[config.mk]
export PLATFORM = sky130hd
export DESIGN_NAME = writeback_dma_flat
export DESIGN_NICKNAME = d
export VERILOG_FILES = /design/src/rtl/writeback_dma_if.sv /design/src/rtl/writeback_dma.sv /design/src/flat_wrapper.sv
export SDC_FILE = /design/constraint.sdc
export NUM_CORES = 1
export LEC_CHECK = 0
export BUFFER_PORTS_ARGS = -buffer_cell sky130_fd_sc_hd__buf_2
export CORE_MARGIN = 10
export CORE_UTILIZATION = 45
export DETAILED_ROUTE_END_ITERATION = 8
export PLACE_DENSITY = 0.68
export SYNTH_ARGS = -nofsm -noshare
export SYNTH_HDL_FRONTEND = slang
export SYNTH_SLANG_ARGS = --single-unit
[constraint.sdc]
create_clock -name clk -period 26.5 [get_ports clk]
set_input_delay 3.975 -clock clk [delete_from_list [all_inputs] [get_ports clk]]
set_output_delay 3.975 -clock clk [all_outputs]
set_load 0.01 [all_outputs]
[src/rtl/writeback_dma_if.sv]
// Bus bundle between the writeback DMA, its result buffer read port and the AXI write channels.
// The master modport is the DMA side; the slave modport is the buffer/interconnect side.
interface writeback_dma_if #(
    parameter int SYSTOLIC_ARRAY_WIDTH = 16,
    parameter int DATA_WIDTH_ACCUM     = 32,
    parameter int ADDR_WIDTH           = 10
);
    logic [ADDR_WIDTH-1:0]                            buf_rd_addr;
    logic                                             buf_rd_en;
    logic [DATA_WIDTH_ACCUM*SYSTOLIC_ARRAY_WIDTH-1:0] buf_rd_data;

    logic [31:0]                     awaddr;
    logic [7:0]                      awlen;
    logic [2:0]                      awsize;
    logic [1:0]                      awburst;
    logic                            awvalid;
    logic                            awready;

    logic [DATA_WIDTH_ACCUM-1:0]     wdata;
    logic [DATA_WIDTH_ACCUM/8-1:0]   wstrb;
    logic                            wlast;
    logic                            wvalid;
    logic                            wready;

    logic [1:0]                      bresp;
    logic                            bvalid;
    logic                            bready;

    modport master (
        output buf_rd_addr, buf_rd_en,
        input  buf_rd_data,
        output awaddr, awlen, awsize, awburst, awvalid,
        input  awready,
        output wdata, wstrb, wlast, wvalid,
        input  wready,
        input  bresp, bvalid,
        output bready
    );

    modport slave (
        input  buf_rd_addr, buf_rd_en,
        output buf_rd_data,
        input  awaddr, awlen, awsize, awburst, awvalid,
        output awready,
        input  wdata, wstrb, wlast, wvalid,
        output wready,
        output bresp, bvalid,
        input  bready
    );
endinterface

[src/rtl/writeback_dma.sv]
// Copies rows of the accumulator result buffer to external memory, one AXI INCR burst per row.
// state   | meaning
// IDLE    | waiting for start_pulse
// RD      | buffer read strobe for the current row
// RD_WAIT | buffer data arrives, captured into the row register
// AW      | write address offered until accepted
// W       | row words streamed, one per accepted beat
// B       | waiting for the write response, then next row or finish
// DONE    | completion; done_irq pulses on the following cycle
module writeback_dma #(
    parameter int SYSTOLIC_ARRAY_WIDTH = 16,
    parameter int DATA_WIDTH_ACCUM     = 32,
    parameter int ADDR_WIDTH           = 10
) (
    input  logic                  clk,
    input  logic                  rst,
    input  logic                  start_pulse,
    input  logic [31:0]           dest_addr,
    input  logic [ADDR_WIDTH-1:0] src_addr,
    input  logic [15:0]           length,
    output logic                  done_irq,
    output logic                  busy,
    output logic                  err,
    writeback_dma_if.master       bus
);
    localparam int              BYTES_PER_WORD = DATA_WIDTH_ACCUM / 8;
    localparam int              BEAT_W    = (SYSTOLIC_ARRAY_WIDTH > 1) ? $clog2(SYSTOLIC_ARRAY_WIDTH) : 1;
    localparam logic [31:0]     ROW_BYTES = 32'(SYSTOLIC_ARRAY_WIDTH * BYTES_PER_WORD);
    localparam logic [7:0]      AW_LEN    = 8'(SYSTOLIC_ARRAY_WIDTH - 1);
    localparam logic [2:0]      AW_SIZE   = 3'($clog2(BYTES_PER_WORD));
    localparam logic [BEAT_W-1:0] LAST_BEAT = BEAT_W'(SYSTOLIC_ARRAY_WIDTH - 1);

    typedef enum logic [2:0] {
        IDLE, RD, RD_WAIT, AW, W, B, DONE
    } state_t;

    state_t                                         state, state_nxt;
    logic [31:0]                                    dest_q;
    logic [ADDR_WIDTH-1:0]                          src_q;
    logic [15:0]                                    len_q;
    logic [15:0]                                    row_cnt;
    logic [15:0]                                    row_cnt_inc;
    logic [BEAT_W-1:0]                              beat;
    logic [DATA_WIDTH_ACCUM*SYSTOLIC_ARRAY_WIDTH-1:0] row_q;
    logic [DATA_WIDTH_ACCUM-1:0]                    row_words [SYSTOLIC_ARRAY_WIDTH];

    for (genvar g = 0; g < SYSTOLIC_ARRAY_WIDTH; g++) begin : g_row
        assign row_words[g] = row_q[g*DATA_WIDTH_ACCUM +: DATA_WIDTH_ACCUM];
    end

    assign row_cnt_inc = row_cnt + 16'd1;

    // Bus outputs are decoded from state so reset forces them to zero immediately.
    always_comb begin
        state_nxt       = state;
        busy            = (state != IDLE);
        bus.buf_rd_en   = 1'b0;
        bus.buf_rd_addr = '0;
        bus.awvalid     = 1'b0;
        bus.awaddr      = '0;
        bus.awlen       = '0;
        bus.awsize      = '0;
        bus.awburst     = '0;
        bus.wvalid      = 1'b0;
        bus.wdata       = '0;
        bus.wstrb       = '0;
        bus.wlast       = 1'b0;
        bus.bready      = 1'b0;
        case (state)
            IDLE: begin
                if (start_pulse) state_nxt = (length == 16'd0) ? DONE : RD;
            end
            RD: begin
                bus.buf_rd_en   = 1'b1;
                bus.buf_rd_addr = src_q + ADDR_WIDTH'(row_cnt);
                state_nxt       = RD_WAIT;
            end
            RD_WAIT: state_nxt = AW;
            AW: begin
                bus.awvalid = 1'b1;
                bus.awaddr  = dest_q + {16'd0, row_cnt} * ROW_BYTES;
                bus.awlen   = AW_LEN;
                bus.awsize  = AW_SIZE;
                bus.awburst = 2'b01;
                if (bus.awready) state_nxt = W;
            end
            W: begin
                bus.wvalid = 1'b1;
                bus.wdata  = row_words[beat];
                bus.wstrb  = '1;
                bus.wlast  = (beat == LAST_BEAT);
                if (bus.wready && bus.wlast) state_nxt = B;
            end
            B: begin
                bus.bready = 1'b1;
                if (bus.bvalid) state_nxt = (row_cnt_inc == len_q) ? DONE : RD;
            end
            DONE:    state_nxt = IDLE;
            default: state_nxt = IDLE;
        endcase
    end

    always_ff @(posedge clk or posedge rst) begin
        if (rst) begin
            state    <= IDLE;
            dest_q   <= '0;
            src_q    <= '0;
            len_q    <= '0;
            row_cnt  <= '0;
            beat     <= '0;
            row_q    <= '0;
            err      <= 1'b0;
            done_irq <= 1'b0;
        end else begin
            state    <= state_nxt;
            done_irq <= (state == DONE);
            case (state)
                IDLE: begin
                    if (start_pulse) begin
                        dest_q  <= dest_addr;
                        src_q   <= src_addr;
                        len_q   <= length;
                        row_cnt <= '0;
                        err     <= 1'b0;
                    end
                end
                RD_WAIT: row_q <= bus.buf_rd_data;
                AW:      beat  <= '0;
                W: begin
                    if (bus.wready) beat <= beat + 1'b1;
                end
                B: begin
                    if (bus.bvalid) begin
                        if (bus.bresp != 2'b00) err <= 1'b1;
                        row_cnt <= row_cnt_inc;
                    end
                end
                default: ;
            endcase
        end
    end
endmodule

[src/flat_wrapper.sv]
// flat-port wrapper written by rule: the top's interface ports become plain ports
module writeback_dma_flat 
#(
    parameter int SYSTOLIC_ARRAY_WIDTH = 16,
    parameter int DATA_WIDTH_ACCUM     = 32,
    parameter int ADDR_WIDTH           = 10
)
  (clk, rst, start_pulse, dest_addr, src_addr, length, done_irq, busy, err, bus_buf_rd_addr, bus_buf_rd_en, bus_buf_rd_data, bus_awaddr, bus_awlen, bus_awsize, bus_awburst, bus_awvalid, bus_awready, bus_wdata, bus_wstrb, bus_wlast, bus_wvalid, bus_wready, bus_bresp, bus_bvalid, bus_bready);
  writeback_dma_if #(.SYSTOLIC_ARRAY_WIDTH(SYSTOLIC_ARRAY_WIDTH), .DATA_WIDTH_ACCUM(DATA_WIDTH_ACCUM), .ADDR_WIDTH(ADDR_WIDTH)) bus_i ();
  input  logic clk;
  input  logic rst;
  input  logic start_pulse;
  input  logic [31:0] dest_addr;
  input  logic [ADDR_WIDTH-1:0] src_addr;
  input  logic [15:0] length;
  output logic done_irq;
  output logic busy;
  output logic err;
  output wire logic [$bits(bus_i.buf_rd_addr)-1:0] bus_buf_rd_addr;
  output wire logic [$bits(bus_i.buf_rd_en)-1:0] bus_buf_rd_en;
  input wire logic [$bits(bus_i.buf_rd_data)-1:0] bus_buf_rd_data;
  output wire logic [$bits(bus_i.awaddr)-1:0] bus_awaddr;
  output wire logic [$bits(bus_i.awlen)-1:0] bus_awlen;
  output wire logic [$bits(bus_i.awsize)-1:0] bus_awsize;
  output wire logic [$bits(bus_i.awburst)-1:0] bus_awburst;
  output wire logic [$bits(bus_i.awvalid)-1:0] bus_awvalid;
  input wire logic [$bits(bus_i.awready)-1:0] bus_awready;
  output wire logic [$bits(bus_i.wdata)-1:0] bus_wdata;
  output wire logic [$bits(bus_i.wstrb)-1:0] bus_wstrb;
  output wire logic [$bits(bus_i.wlast)-1:0] bus_wlast;
  output wire logic [$bits(bus_i.wvalid)-1:0] bus_wvalid;
  input wire logic [$bits(bus_i.wready)-1:0] bus_wready;
  input wire logic [$bits(bus_i.bresp)-1:0] bus_bresp;
  input wire logic [$bits(bus_i.bvalid)-1:0] bus_bvalid;
  output wire logic [$bits(bus_i.bready)-1:0] bus_bready;
  assign bus_buf_rd_addr = bus_i.buf_rd_addr;
  assign bus_buf_rd_en = bus_i.buf_rd_en;
  assign bus_i.buf_rd_data = bus_buf_rd_data;
  assign bus_awaddr = bus_i.awaddr;
  assign bus_awlen = bus_i.awlen;
  assign bus_awsize = bus_i.awsize;
  assign bus_awburst = bus_i.awburst;
  assign bus_awvalid = bus_i.awvalid;
  assign bus_i.awready = bus_awready;
  assign bus_wdata = bus_i.wdata;
  assign bus_wstrb = bus_i.wstrb;
  assign bus_wlast = bus_i.wlast;
  assign bus_wvalid = bus_i.wvalid;
  assign bus_i.wready = bus_wready;
  assign bus_i.bresp = bus_bresp;
  assign bus_i.bvalid = bus_bvalid;
  assign bus_bready = bus_i.bready;
  writeback_dma #(.SYSTOLIC_ARRAY_WIDTH(SYSTOLIC_ARRAY_WIDTH), .DATA_WIDTH_ACCUM(DATA_WIDTH_ACCUM), .ADDR_WIDTH(ADDR_WIDTH)) u_core (.clk(clk), .rst(rst), .start_pulse(start_pulse), .dest_addr(dest_addr), .src_addr(src_addr), .length(length), .done_irq(done_irq), .busy(busy), .err(err), .bus(bus_i));
endmodule
==> flow_summary.yaml <==
timing:
  max-slew-margin-rel_pct: 21.6
  max_slew.worst_pin.slew_ns: 1.18
  rsz0062_at_grt: "no"
  finalSetupViolations: 0
  fin_crit_ns: 8.00
  finalHoldViolCount: 0
  max_clock_freq_mhz: 125
  fin_setup_tns_ns: 0
  maxSlewViolCount: 0
  fin_skew_ns: 0.0238
  timing.final.crit_share_pct: 30.2
synthesis:
  ys.flop_type: "dfrtp_1"
  syn_inst: 1907
  synth.top_cell.area_share_pct: 52.5
  yosysMostFrequentCell: "dfrtp_1"
  syn_avg_cell_area_um2: 14.9
  synth_edf_count: 0
  netlist.top_cell.by_area: "dfrtp_1"
  ys_ff_latch: 595
  synthArstFlopShare_pct: 100
  synthTopCellsByArea: "dfrtp_1 52%, mux2_2 21%, mux4_2 13%"
  netlist_top_cells_count: "595 x dfrtp_1, 535 x mux2_2, 160 x mux4_2"
  yosysSeqAreaShare_pct: 52.5
  yosys_warnings: 0
  synth.distinct_cells: 68
  synth_area_mm2: 0.0284
clocking:
  ctsResizeCount: 0
  cts.sinks: 595
  clock_latency_ns: 0.60
  cts_max_level: 3
  clk_pin_slew_ns: 0.06
  cts_buffer_depth: 3
  cts_tree: "yes"
  root_buffer: "clkbuf_16"
  cts_hold_buffers: 0
  cts_setup_buffers: 0
  cts_buffers: 67
placement:
  placedCellCount: 3296
  port_buffers: 669
  hpwl_mm: 70.2
  post_dp_cell_area_mm2: 0.0323
  gp_congestion: 0.955
hold_path:
  hp-class: "register to register"
  min_to: "u_core.dest_q[5]"
  whs_path_depth: 1
  hold_path_startpoint: "u_core.dest_q[5]"
final_layout:
  nets: 3135
  instances_no_fill: 3455
  syn_to_final_growth_pct: 22.2
  post-route-util_pct: 55.9
  final_area_mm2: 0.0347
  layout-drive-gt1-share_pct: 58.1
route:
  dr.pass1.iters: 5
  vias: 19400
  drtAntennaViolNets: 0
  drt_iter0_drc: 1536
  vias_per_cell: 5.61
  route.final.wire_length_mm: 92.7
  drc: 0
  wl_per_cell_um: 26.8
critical_path:
  reg2reg_from: "u_core.state[1]"
  path_cells: "buf_4 -> mux4_2 -> mux4_2 -> and2_1 -> buf_2"
  critPathTopFamily: "multiplexers"
  crit_path_start_kind: "register"
  worst_path_max_delay_cell: "dfrtp_4"
  required_ns: 22.52
  rrSetupSlack_ns: 23.03
  reg2reg_to: "u_core.row_q[367]"
  r2r_cells: 4
  worst-setup-path-type: "register to output port"
  critPathMaxStageDelay_ns: 0.96
  arrival_ns: 4.03
  crit_buf_inv: 2
  critPathCaptureType: "output port"
  crit_path_max_fanout: 53
  crit_start: "u_core.beat[0]"
  cp_common_cell: "mux4_2"
floorplan:
  dieArea_mm2: 0.0735
  die_h_um: 271
  start_util_pct: 45.7
  ios: 677
  core_mm2: 0.0621
  rows: 91
  fp.dieW_um: 271
power_and_ir_drop:
  p_total_mw: 4.12
  vdd_drop_max_mv: 0.114
  powerDensity_mw_per_mm2: 119
  p_leak_nw: 15.2
flow_run:
  maxCapViolCount: 0
grt:
  grt_max_degree: 192
  grtUsageTotal_pct: 24.7
  antenna_found_initial: 68
  overflow: 0
  grt_pass1_vias: 21100
  grt_pass1_wl_mm: 138
run_status:
  outcome: "complete, no violations"
-- per-layer routing --
layer | global-route usage, % | routed length (µm) | vias to the layer above
met4 | 6.85 | 1800 | 52
li1 | - | - | 8395
met1 | 30.9 | 37100 | 10100
met2 | 40.5 | 45300 | 697
met5 | 0 | 346 | -
met3 | 8.25 | 8090 | 170
-- cell usage in the layout (no fill, tap or decap), types with 12 or more instances in the layout --
cell	instances
buf_2	669
o21ai_1	16
clkbuf_1	19
buf_4	15
mux2_1	34
clkbuf_8	14
nor2_1	55
clkbuf_16	68
mux2_2	535
mux4_2	160
xor2_1	15
dfrtp_1	591
a21o_1	12
nand3_1	15
a21oi_1	32
diode_2	41
nand2_1	43
and2_1	45
nor3_1	12
xnor2_1	27
o21ai_0	19
ha_1	27
-- stage by stage --
step,setup WS [ns],hold WS [ns]
final,18.50,0.480
after global routing,18.15,0.504
after CTS,18.34,0.483
after detailed placement,18.99,0.470
after global placement,19.08,0.461
after floorplan,5.87,0.449
-- logic make-up after synthesis --
group                    Yosys count  synth area share [%]
multiplexers                     731                  35.4
flip-flops                       595                  52.5
AND/OR/NAND/NOR                  223                  4.08
buffers and inverters            154                  2.37
AO/OA/AOI/OAI                    132                  3.06
XOR/XNOR                          42                  1.30
adder cells (fa/ha/maj)           29                  1.33
other                              1                0.0132
-- how the worst max path moves through the flow --
| stage | depth (start not counted) | end | slack (ns) |
|---|---|---|---|
| floorplan | 1 | u_core.beat[0] | 5.87 |
| global placement | 5 | bus_wdata[12] | 19.08 |
| detailed placement | 5 | bus_wdata[31] | 18.99 |
| CTS | 5 | bus_wdata[12] | 18.34 |
| global route | 5 | bus_wdata[12] | 18.15 |
| finish | 5 | bus_wdata[12] | 18.50 |
-- sequential cells by signal, summed over array words and instances, names as in the netlist --
register,flops
u_core.beat,4
u_core.dest_q,32
u_core.done_irq,1
u_core.err,1
u_core.len_q,16
u_core.row_cnt,16
u_core.row_q,512
u_core.src_q,10
u_core.state,3
-- report_power, final --
part / leakage [nW] / internal (mW) / total, mW / switching (mW)
Combinational: 7.12 / 0.920 / 1.49 / 0.571
Clock: 1.09 / 0.563 / 0.942 / 0.379
Sequential: 7.04 / 1.38 / 1.68 / 0.309
Total: 15.2 / 2.86 / 4.12 / 1.26
-- area by class of cell --
cell class,instances,area (µm²)
Fill cell,5047,27400
Multi-Input combinational cell,1164,12800
Clock inverter,17,248
Antenna cell,41,103
Tap cell,837,1050
Inverter,14,60.1
Timing Repair Buffer,686,3500
Clock buffer,101,1970
Sequential cell,595,14900
(Power assumes the default switching activity.)
